===== config.mk =====
export PLATFORM = sky130hd
export DESIGN_NAME = hs_rx_packer
export DESIGN_NICKNAME = d
export VERILOG_FILES = /design/src/rtl/hs_rx_pkg.sv /design/src/rtl/hs_rx_word_fifo.sv /design/src/rtl/hs_rx_packer.sv
export SDC_FILE = /design/constraint.sdc
export NUM_CORES = 1
export LEC_CHECK = 0
export CAP_MARGIN = 10
export CELL_PAD_IN_SITES_DETAIL_PLACEMENT = 0
export CELL_PAD_IN_SITES_GLOBAL_PLACEMENT = 1
export CORE_UTILIZATION = 53
export DETAILED_ROUTE_END_ITERATION = 6
export GPL_TIMING_DRIVEN = 0
export PLACE_DENSITY_LB_ADDON = 0.1
export SKIP_CTS_REPAIR_TIMING = 1
export SLEW_MARGIN = 20
export SYNTH_ARGS = -nofsm -noshare
export SYNTH_HDL_FRONTEND = slang
export SYNTH_HIERARCHICAL = 1
export SYNTH_SLANG_ARGS = --single-unit

===== constraint.sdc =====
create_clock -name clk -period 5.92 [get_ports clk]
set_input_delay 0.592 -clock clk [delete_from_list [all_inputs] [get_ports clk]]
set_output_delay 0.592 -clock clk [all_outputs]
set_load 0.01 [all_outputs]

===== src/rtl/hs_rx_pkg.sv =====
// Shared constants and width helpers for the handshake receive packer.
package hs_rx_pkg;

  localparam int HS_WIDTH     = 8;
  localparam int HS_BEATS     = 4;
  localparam int HS_DEPTH     = 4;
  localparam int HS_OVF_CNT_W = 8;

  // Width of an index into n entries; never below one bit.
  function automatic int hs_idx_w(input int n);
    return (n > 1) ? $clog2(n) : 1;
  endfunction

  // Width of a counter that must reach n inclusive.
  function automatic int hs_cnt_w(input int n);
    return $clog2(n + 1);
  endfunction

endpackage


===== src/rtl/hs_rx_word_fifo.sv =====
// First-word-fall-through word FIFO with occupancy output; head reads as zero when empty.
module hs_rx_word_fifo
  import hs_rx_pkg::*;
#(
  parameter int W     = 32,
  parameter int DEPTH = 4
) (
  input  logic                        clk,
  input  logic                        rst,
  input  logic                        i_push,
  input  logic [W-1:0]                i_wdata,
  input  logic                        i_pop,
  output logic [W-1:0]                o_rdata,
  output logic                        o_valid,
  output logic [hs_cnt_w(DEPTH)-1:0]  o_count
);

  localparam int PTR_W = hs_idx_w(DEPTH);
  localparam int CNT_W = hs_cnt_w(DEPTH);

  logic [W-1:0]     r_mem [DEPTH];
  logic [PTR_W-1:0] r_wr_ptr;
  logic [PTR_W-1:0] r_rd_ptr;
  logic [CNT_W-1:0] r_count;

  logic w_full;
  logic w_do_push;
  logic w_do_pop;

  function automatic logic [PTR_W-1:0] ptr_inc(input logic [PTR_W-1:0] p);
    return (p == PTR_W'(DEPTH - 1)) ? '0 : p + 1'b1;
  endfunction

  assign w_full    = (r_count == CNT_W'(DEPTH));
  assign o_valid   = (r_count != '0);
  // A push into a full FIFO is legal only when the head leaves in the same cycle.
  assign w_do_push = i_push & (~w_full | i_pop);
  assign w_do_pop  = i_pop & o_valid;
  assign o_rdata   = o_valid ? r_mem[r_rd_ptr] : '0;
  assign o_count   = r_count;

  always_ff @(posedge clk) begin
    if (w_do_push) begin
      r_mem[r_wr_ptr] <= i_wdata;
    end
  end

  always_ff @(posedge clk) begin
    if (rst) begin
      r_wr_ptr <= '0;
      r_rd_ptr <= '0;
      r_count  <= '0;
    end else begin
      if (w_do_push) begin
        r_wr_ptr <= ptr_inc(r_wr_ptr);
      end
      if (w_do_pop) begin
        r_rd_ptr <= ptr_inc(r_rd_ptr);
      end
      if (w_do_push && !w_do_pop) begin
        r_count <= r_count + 1'b1;
      end else if (!w_do_push && w_do_pop) begin
        r_count <= r_count - 1'b1;
      end
    end
  end

endmodule


===== src/rtl/hs_rx_packer.sv =====
// Packs synchronizer beats into words (first beat in LSBs) and queues them for a valid/ready sink.
// Build option HS_RX_OVF_CNT_EN adds an 8-bit saturating dropped-beat counter port ovf_cnt.
module hs_rx_packer
  import hs_rx_pkg::*;
#(
  parameter int WIDTH = HS_WIDTH,
  parameter int BEATS = HS_BEATS,
  parameter int DEPTH = HS_DEPTH
) (
  input  logic                     clk,
  input  logic                     rst,
  input  logic                     dvalid,
  input  logic [WIDTH-1:0]         dout,
  output logic                     dbusy,
  input  logic                     flush,
  output logic                     out_valid,
  input  logic                     out_ready,
  output logic [WIDTH*BEATS-1:0]   out_data,
  output logic                     ovf
`ifdef HS_RX_OVF_CNT_EN
  ,
  output logic [HS_OVF_CNT_W-1:0]  ovf_cnt
`endif
);

  localparam int BCW    = hs_idx_w(BEATS);
  localparam int CNT_W  = hs_cnt_w(DEPTH);
  localparam int PACK_W = WIDTH * (BEATS - 1);

  // Output handshake: a word transfers on every cycle where out_valid and out_ready are both 1;
  // out_valid never depends on out_ready and out_data holds while the word is pending.

  logic [BCW-1:0]    r_beat_cnt;
  logic [PACK_W-1:0] r_pack;
  logic              r_dbusy;
  logic              r_ovf;

  logic             w_last;
  logic             w_full;
  logic             w_pop;
  logic             w_drop;
  logic             w_accept;
  logic             w_push;
  logic [CNT_W-1:0] w_count;
  logic [CNT_W-1:0] w_count_n;
  logic [BCW-1:0]   w_beat_cnt_n;
  logic             w_dbusy_n;

  assign w_last   = (r_beat_cnt == BCW'(BEATS - 1));
  assign w_full   = (w_count == CNT_W'(DEPTH));
  assign w_pop    = out_valid & out_ready;
  // Only a completing beat needs FIFO space; earlier beats always fit in the pack register.
  assign w_drop   = dvalid & ~flush & w_full & w_last & ~w_pop;
  assign w_accept = dvalid & ~flush & ~w_drop;
  assign w_push   = w_accept & w_last;

  always_comb begin
    w_beat_cnt_n = r_beat_cnt;
    if (flush) begin
      w_beat_cnt_n = '0;
    end else if (w_accept) begin
      w_beat_cnt_n = w_last ? '0 : r_beat_cnt + 1'b1;
    end
  end

  always_comb begin
    w_count_n = w_count;
    if (w_push && !w_pop) begin
      w_count_n = w_count + 1'b1;
    end else if (!w_push && w_pop) begin
      w_count_n = w_count - 1'b1;
    end
  end

  // Raised early enough that the one beat already in flight still finds room.
  assign w_dbusy_n = (w_count_n == CNT_W'(DEPTH)) ||
                     ((w_count_n == CNT_W'(DEPTH - 1)) && (w_beat_cnt_n == BCW'(BEATS - 1)));

  always_ff @(posedge clk) begin
    if (rst) begin
      r_beat_cnt <= '0;
      r_pack     <= '0;
      r_dbusy    <= 1'b0;
      r_ovf      <= 1'b0;
    end else begin
      r_beat_cnt <= w_beat_cnt_n;
      r_dbusy    <= w_dbusy_n;
      if (w_drop) begin
        r_ovf <= 1'b1;
      end
      if (flush || w_push) begin
        r_pack <= '0;
      end else if (w_accept) begin
        r_pack[int'(r_beat_cnt)*WIDTH +: WIDTH] <= dout;
      end
    end
  end

  hs_rx_word_fifo #(
    .W     (WIDTH * BEATS),
    .DEPTH (DEPTH)
  ) u_fifo (
    .clk     (clk),
    .rst     (rst),
    .i_push  (w_push),
    .i_wdata ({dout, r_pack}),
    .i_pop   (w_pop),
    .o_rdata (out_data),
    .o_valid (out_valid),
    .o_count (w_count)
  );

  assign dbusy = r_dbusy;
  assign ovf   = r_ovf;

`ifdef HS_RX_OVF_CNT_EN
  logic [HS_OVF_CNT_W-1:0] r_ovf_cnt;

  always_ff @(posedge clk) begin
    if (rst) begin
      r_ovf_cnt <= '0;
    end else if (w_drop && (r_ovf_cnt != {HS_OVF_CNT_W{1'b1}})) begin
      r_ovf_cnt <= r_ovf_cnt + 1'b1;
    end
  end

  assign ovf_cnt = r_ovf_cnt;
`else
  // Without the counter only the sticky flag records drops.
`endif

endmodule


==> flow_summary.ini, run 1 <==
[outcome]
status = finished clean

[pwr]
totalPowerFinal_mw = 2.36
p_leak_nw = 2.56
powerDensity_nw_per_um2 = 293
ir_drop_v = 0.000183

[critical_path]
cp_cell_sequence = nor3_1 -> clkbuf_1 -> inv_1 -> nand2_2 -> inv_1 -> or4b_4 -> and2_4 -> ha_1 -> inv_1 -> fa_1 -> xor2_1 -> or3_1 -> a21oi_1
r2r-start = u_fifo/o_count[0]$_SDFFE_PP0P_
critPathTopFamily = simple AND/OR/NAND/NOR gates
crit_top_cell = inv_1
worstPathMaxFanout = 10
start_kind = register
arrival_ns = 4.34
slowest_delay_ns = 0.83
crit_type = register to register
end_kind = register
cp_slowest_cell = nor3_1
cp_data_required_time_ns = 6.28
worstSetupStartpoint = u_fifo/o_count[0]$_SDFFE_PP0P_
crit_buf_inv = 4

[die]
io_pins = 48
die_x_um = 114
core.rowCount = 40
die_y_um = 114
core_um2 = 12100
die-area_um2 = 13000
start_util_pct = 54.9

[sta]
worst_clock_skew_ns = 0.00942
worstMarginPinSlew_ns = 0.975
drv_slew = 0
hold_viol_final = 0
final.min_clock_period_ns = 3.98
relSlewSlack_pct = 34.5
setup_viol_count_final = 0
hold_slack_ns = 0.494
fmax_mhz = 251
setup_ws_ns = 1.94
finalCritPeriodShare_pct = 67.3
rsz0062_at_grt = false
finalSetupTns_ns = 0

[synthesis]
postSynthAreaPerCell_um2 = 16.1
async_flop_share_pct = 0
synthTopCellsByCount = 128 x edfxtp_1, 37 x dfxtp_1, 32 x mux4_2
netlist_instances = 414
synth.distinct_cells = 45
synth_most_common_cell = edfxtp_1
synth_area_leaders = edfxtp_1 58%, dfxtp_1 11%, mux4_2 11%, ha_1 2.6%, nor2b_1 2.6%
yosysSeqAreaShare_pct = 68.9
synth-edff-count = 128
netlist.area_leader.share_pct = 57.8
synthesis.nets = 442
netlist_area_um2 = 6650
synth_seq_cells = 165
synth_ff_type = edfxtp_1
yosysTopAreaCell = edfxtp_1
yosys_warnings = 6

[placed_design]
placed_cell_area_um2 = 7450
place_inst = 633
gp_congestion = 0.838
portBuffers = 47
dp_slack_ns = 1.91
dp.final_hpwl_um = 8220

[final_layout]
fin_nets = 512
fin_util_pct = 66.3
instances_no_fill = 665
n_antenna_cell = 0
syn_to_final_growth_pct = 20.8
layout-drive-gt1-share_pct = 17.3
fin_area_um2 = 8030

[detailed_routing]
drt-vias-per-instance = 5.53
drt.antenna.violating_nets = 0
wl_per_cell_um = 18.8
drt-pass1-iter-count = 4
vias = 3675
wl_um = 12500
drc = 0
drtIter0Drc = 226

[cts]
htreeDepth = 4
clkLatencyLatePin_ns = 0.42
cts_root_buf = clkbuf_16
clock_sinks = 165
clk_path_buf_depth = 2
cts_buffers = 17
clk_pin_slew_ns = 0.06
cts_tree = yes

[grt]
grt-ovfl-total = 0
grt_usage_pct = 21.3
grt_pass1_vias = 3678
grt_max_degree = 21
grt_pass1_wl_um = 19700
grt_antenna_before_repair = 0

[flow_run]
drv_cap = 0

[hold_path]
worstHoldStart = r_pack[21]$_SDFFE_PP0P_
hp-class = register to register
[cells in the final DEF, fill, tap and decap left out, types with 3 or more instances in the layout]
master           count
a21oi_1             28
and2b_1              4
and3_2               4
buf_1                3
buf_16               4
buf_2                6
buf_4                3
clkbuf_1             8
clkbuf_16           17
clkbuf_8             4
clkdlybuf4s50_1     47
clkinv_2             4
dfxtp_1             37
edfxtp_1           128
ha_1                14
inv_1                9
mux2i_1              4
mux4_2              32
nand2_1             30
nand3_1             27
nand4b_1             3
nor2_1               6
nor2b_1             28
nor3_1               3
o21ai_0              4
or3_1                3
[flip-flops by register name (all words and copies together) (netlist names), named ones only]
signal / cells
dbusy: 1
u_fifo/r_mem: 128
u_fifo/o_count: 3
u_fifo/r_wr_ptr: 2
ovf: 1
r_beat_cnt: 2
r_pack: 24
u_fifo/r_rd_ptr: 2
[layout make-up]
class / count / area [µm²]
repair buffers: 51 / 581
clock inverters: 9 / 100
plain buffers: 18 / 86.3
flip-flops and latches: 165 / 4580
inverters: 9 / 33.8
clock buffers: 23 / 488
well taps: 168 / 210
multi-input cells: 222 / 1950
fillers: 876 / 4080
[worst register-to-register path, stage by stage, from the launching register on]
cell and delay [ns]:
dfxtp_1 0.42, nor3_1 0.83, clkbuf_1 0.45, inv_1 0.17, nand2_2 0.19, inv_1 0.12, or4b_4 0.54, and2_4 0.20
ha_1 0.22, inv_1 0.08, fa_1 0.18, xor2_1 0.07, or3_1 0.30, a21oi_1 0.13
[routing by layer]
metal	wire (µm)	GRT usage [%]	vias up
met5	0	0	-
met1	5650	27.7	1815
li1	-	-	1739
met2	6000	33.4	100
met3	507	5.69	21
met4	355	10.6	0
[power by group]
| group | leakage (nW) | switching [mW] | internal [mW] |
|---|---|---|---|
| Combinational | 0.872 | 0.0231 | 0.0135 |
| Clock | 0.290 | 0.420 | 0.662 |
| Sequential | 1.40 | 0.00183 | 1.24 |
| Total | 2.56 | 0.444 | 1.91 |
[cells by family (layout without fill, tap and decap cells)]
logic type	Yosys count	after routing	synth area share, %
muxes	36	36	11.4
adders and majority gates	15	15	2.94
DFF	165	165	68.9
buffers and inverters	27	110	1.81
xor gates and xnor gates	4	4	0.527
and+or+nand+nor	124	124	10.3
AOI/OAI and AO/OA	43	43	4.01
[worst paths after layout]
path	depth (start not counted)	slack, ns	end
worst max-delay path	13	1.94	u_fifo/o_count[2]$_SDFFE_PP0P_
worst min-delay path	2	0.49	r_pack[21]$_SDFFE_PP0P_
worst max register to register	13	1.94	u_fifo/o_count[2]$_SDFFE_PP0P_
worst min register to register	2	0.49	r_pack[21]$_SDFFE_PP0P_
Power figures use the tool's default switching activity.
==> run 2, diff against run 1 <==
--- a/config.mk
+++ b/config.mk
@@ -8,7 +8,7 @@
 export CAP_MARGIN = 10
 export CELL_PAD_IN_SITES_DETAIL_PLACEMENT = 0
 export CELL_PAD_IN_SITES_GLOBAL_PLACEMENT = 1
-export CORE_UTILIZATION = 53
+export CORE_UTILIZATION = 49
 export DETAILED_ROUTE_END_ITERATION = 6
 export GPL_TIMING_DRIVEN = 0
 export PLACE_DENSITY_LB_ADDON = 0.1
==> constraint.sdc (replaced) <==
create_clock -name clk -period 3.8 [get_ports clk]
set_input_delay 0.38 -clock clk [delete_from_list [all_inputs] [get_ports clk]]
set_output_delay 0.38 -clock clk [all_outputs]
set_load 0.01 [all_outputs]
==> run 2 against run 1 <==
Net effect: critical path type unchanged; clock power rose by 56%; first-iteration DRC count rose by 10%; cell area rose by 0.11%; sequential share of layout area fell by 0.062 points; via count fell by 0.87%; non-clock buffer count did not move; utilization fell by 5.6 points; clock-buffer cell count rose by 4.
==> flow_summary.ini, run 2 (synthesis gave the netlist of run 1 again) <==
[final_layout]
fin_util_pct = 60.7
fin_area_um2 = 8040
nFillCells = 1035
final_common_cell = edfxtp_1
n_antenna_cell = 0
largest_reg_flops = 128
layout-drive-gt1-share_pct = 17.7
layout_common_cells = 128 x edfxtp_1, 47 x clkdlybuf4s50_1, 37 x dfxtp_1
syn_to_final_growth_pct = 20.9
top_register = u_fifo/r_mem
multi_input_area_um2 = 1960
regArea_um2 = 4580
fin_nets = 512

[die]
io_pins = 48
die-area_um2 = 14000
start_util_pct = 50.2
core.rowCount = 42
die_x_um = 118
die_y_um = 118
core_um2 = 13200

[grt]
gr-usage-met3_pct = 3.96
grt_pass1_wl_um = 20100
use_met2_pct = 31.3
grt_pass1_vias = 3666
grt_max_degree = 22
grt-ovfl-total = 0
grt_antenna_before_repair = 0
grtUsageMet1_pct = 26.5
grt_usage_pct = 19.8
grt.busiest_layer = met2

[sta]
rsz0062_at_grt = false
setup_viol_count_final = 0
final.min_clock_period_ns = 3.54
relSlewSlack_pct = 40.2
hold_viol_final = 0
finalCritPeriodShare_pct = 93.1
worstMarginPinSlew_ns = 0.895
worst_clock_skew_ns = 0.00583
fmax_mhz = 283
finalSetupTns_ns = 0
drv_slew = 0

[detailed_routing]
drt.antenna.violating_nets = 0
drt-vias-per-instance = 5.41
wl_um = 12500
drtIter0Drc = 249
vias = 3643
wl_per_cell_um = 18.6
drt-pass1-iter-count = 4
drc = 0

[placed_design]
gp_congestion = 0.813
placed_cell_area_um2 = 7430
dp.final_hpwl_um = 8290
portBuffers = 47

[flow_run]
drv_cap = 0

[critical_path]
crit_top_cell = inv_1
worstPathMaxFanout = 10
start_kind = register
end_kind = register
arrival_ns = 3.89
slowest_delay_ns = 0.54
cp_cell_sequence = nor3_4 -> clkbuf_1 -> inv_1 -> nand2_2 -> inv_1 -> or4b_4 -> and2_4 -> ha_1 -> inv_1 -> fa_1 -> xor2_1 -> or3_1 -> a21oi_1
rr_worst_depth = 13
crit_type = register to register
cp_data_required_time_ns = 4.16
cp_slowest_cell = or4b_4

[cts]
clkLatencyLatePin_ns = 0.42
clock_sinks = 165
htreeDepth = 4
clk_pin_slew_ns = 0.06
cts_tree = yes
clk_path_buf_depth = 2
cts_root_buf = clkbuf_16
cts_buffers = 17

[pwr]
pwr-share-comb_pct = 1.5
pwr-share-seq_pct = 52.4
powerDensity_nw_per_um2 = 458
p_leak_nw = 2.57
switching_power_uw = 694
switching_share_pct = 18.8
totalPowerFinal_mw = 3.68
intPower_mw = 2.99
pwr-share-clk_pct = 46.0
ir_drop_v = 0.000301

[outcome]
status = finished clean

[hold_path]
whs_path_depth = 2
hp-class = register to register
-- run 2: critical path, delay by kind of cell, from the launching register on --
kind | cells | cell delay (ns)
simple gates | 5 | 1.64
buf+inv | 4 | 0.76
flops | 1 | 0.45
fa+ha+maj | 2 | 0.39
compound gates | 1 | 0.14
xor+xnor | 1 | 0.07
-- run 2: power by group through the flow --
stage	logic [mW]	registers [mW]	clock network, mW
after detailed placement	0.0572	1.97	0
after floorplan	0.0239	1.97	0
after CTS	0.0573	1.93	1.72
after global routing	0.0623	1.93	1.80
final	0.0567	1.93	1.69
after global placement	0.0563	1.97	0
-- run 2: area by class of cell --
type / instances / area share [%]
buffer: 18 / 1.07
clock inverter: 5 / 0.358
timing repair buffer: 51 / 6.85
clock buffer: 27 / 7.17
tap: 176 / 2.74
sequential: 165 / 57.0
multi-input combinational: 222 / 24.4
inverter: 9 / 0.420
-- run 2: path summary, 6_finish.rpt --
| check | start | end | slack [ns] |
|---|---|---|---|
| max | u_fifo/o_count[0]$_SDFFE_PP0P_ | u_fifo/o_count[2]$_SDFFE_PP0P_ | 0.26 |
| min | u_fifo/r_rd_ptr[0]$_SDFFE_PP0P_ | register | 0.49 |
| max reg2reg | u_fifo/o_count[0]$_SDFFE_PP0P_ | u_fifo/o_count[2]$_SDFFE_PP0P_ | 0.26 |
| min reg2reg | u_fifo/r_rd_ptr[0]$_SDFFE_PP0P_ | register | 0.49 |
-- run 2: stage by stage --
| step | setup slack [ns] | std cells | hold slack, ns |
|---|---|---|---|
| after global placement | -0.413 | 637 | 0.474 |
| final | 0.264 | 673 | 0.493 |
| after CTS | -0.231 | 673 | 0.497 |
| after floorplan | 0.651 | 414 | 0.452 |
| after global routing | 0.0381 | 673 | 0.520 |
| after detailed placement | -0.200 | 641 | 0.486 |
-- run 2: per-layer routing --
metal	part of all wire, %	routed length, µm	up-vias
met4	1.6	195	0
met5	0	0	-
met1	45	5670	1825
met2	50	6220	67
li1	-	-	1734
met3	3.2	400	17
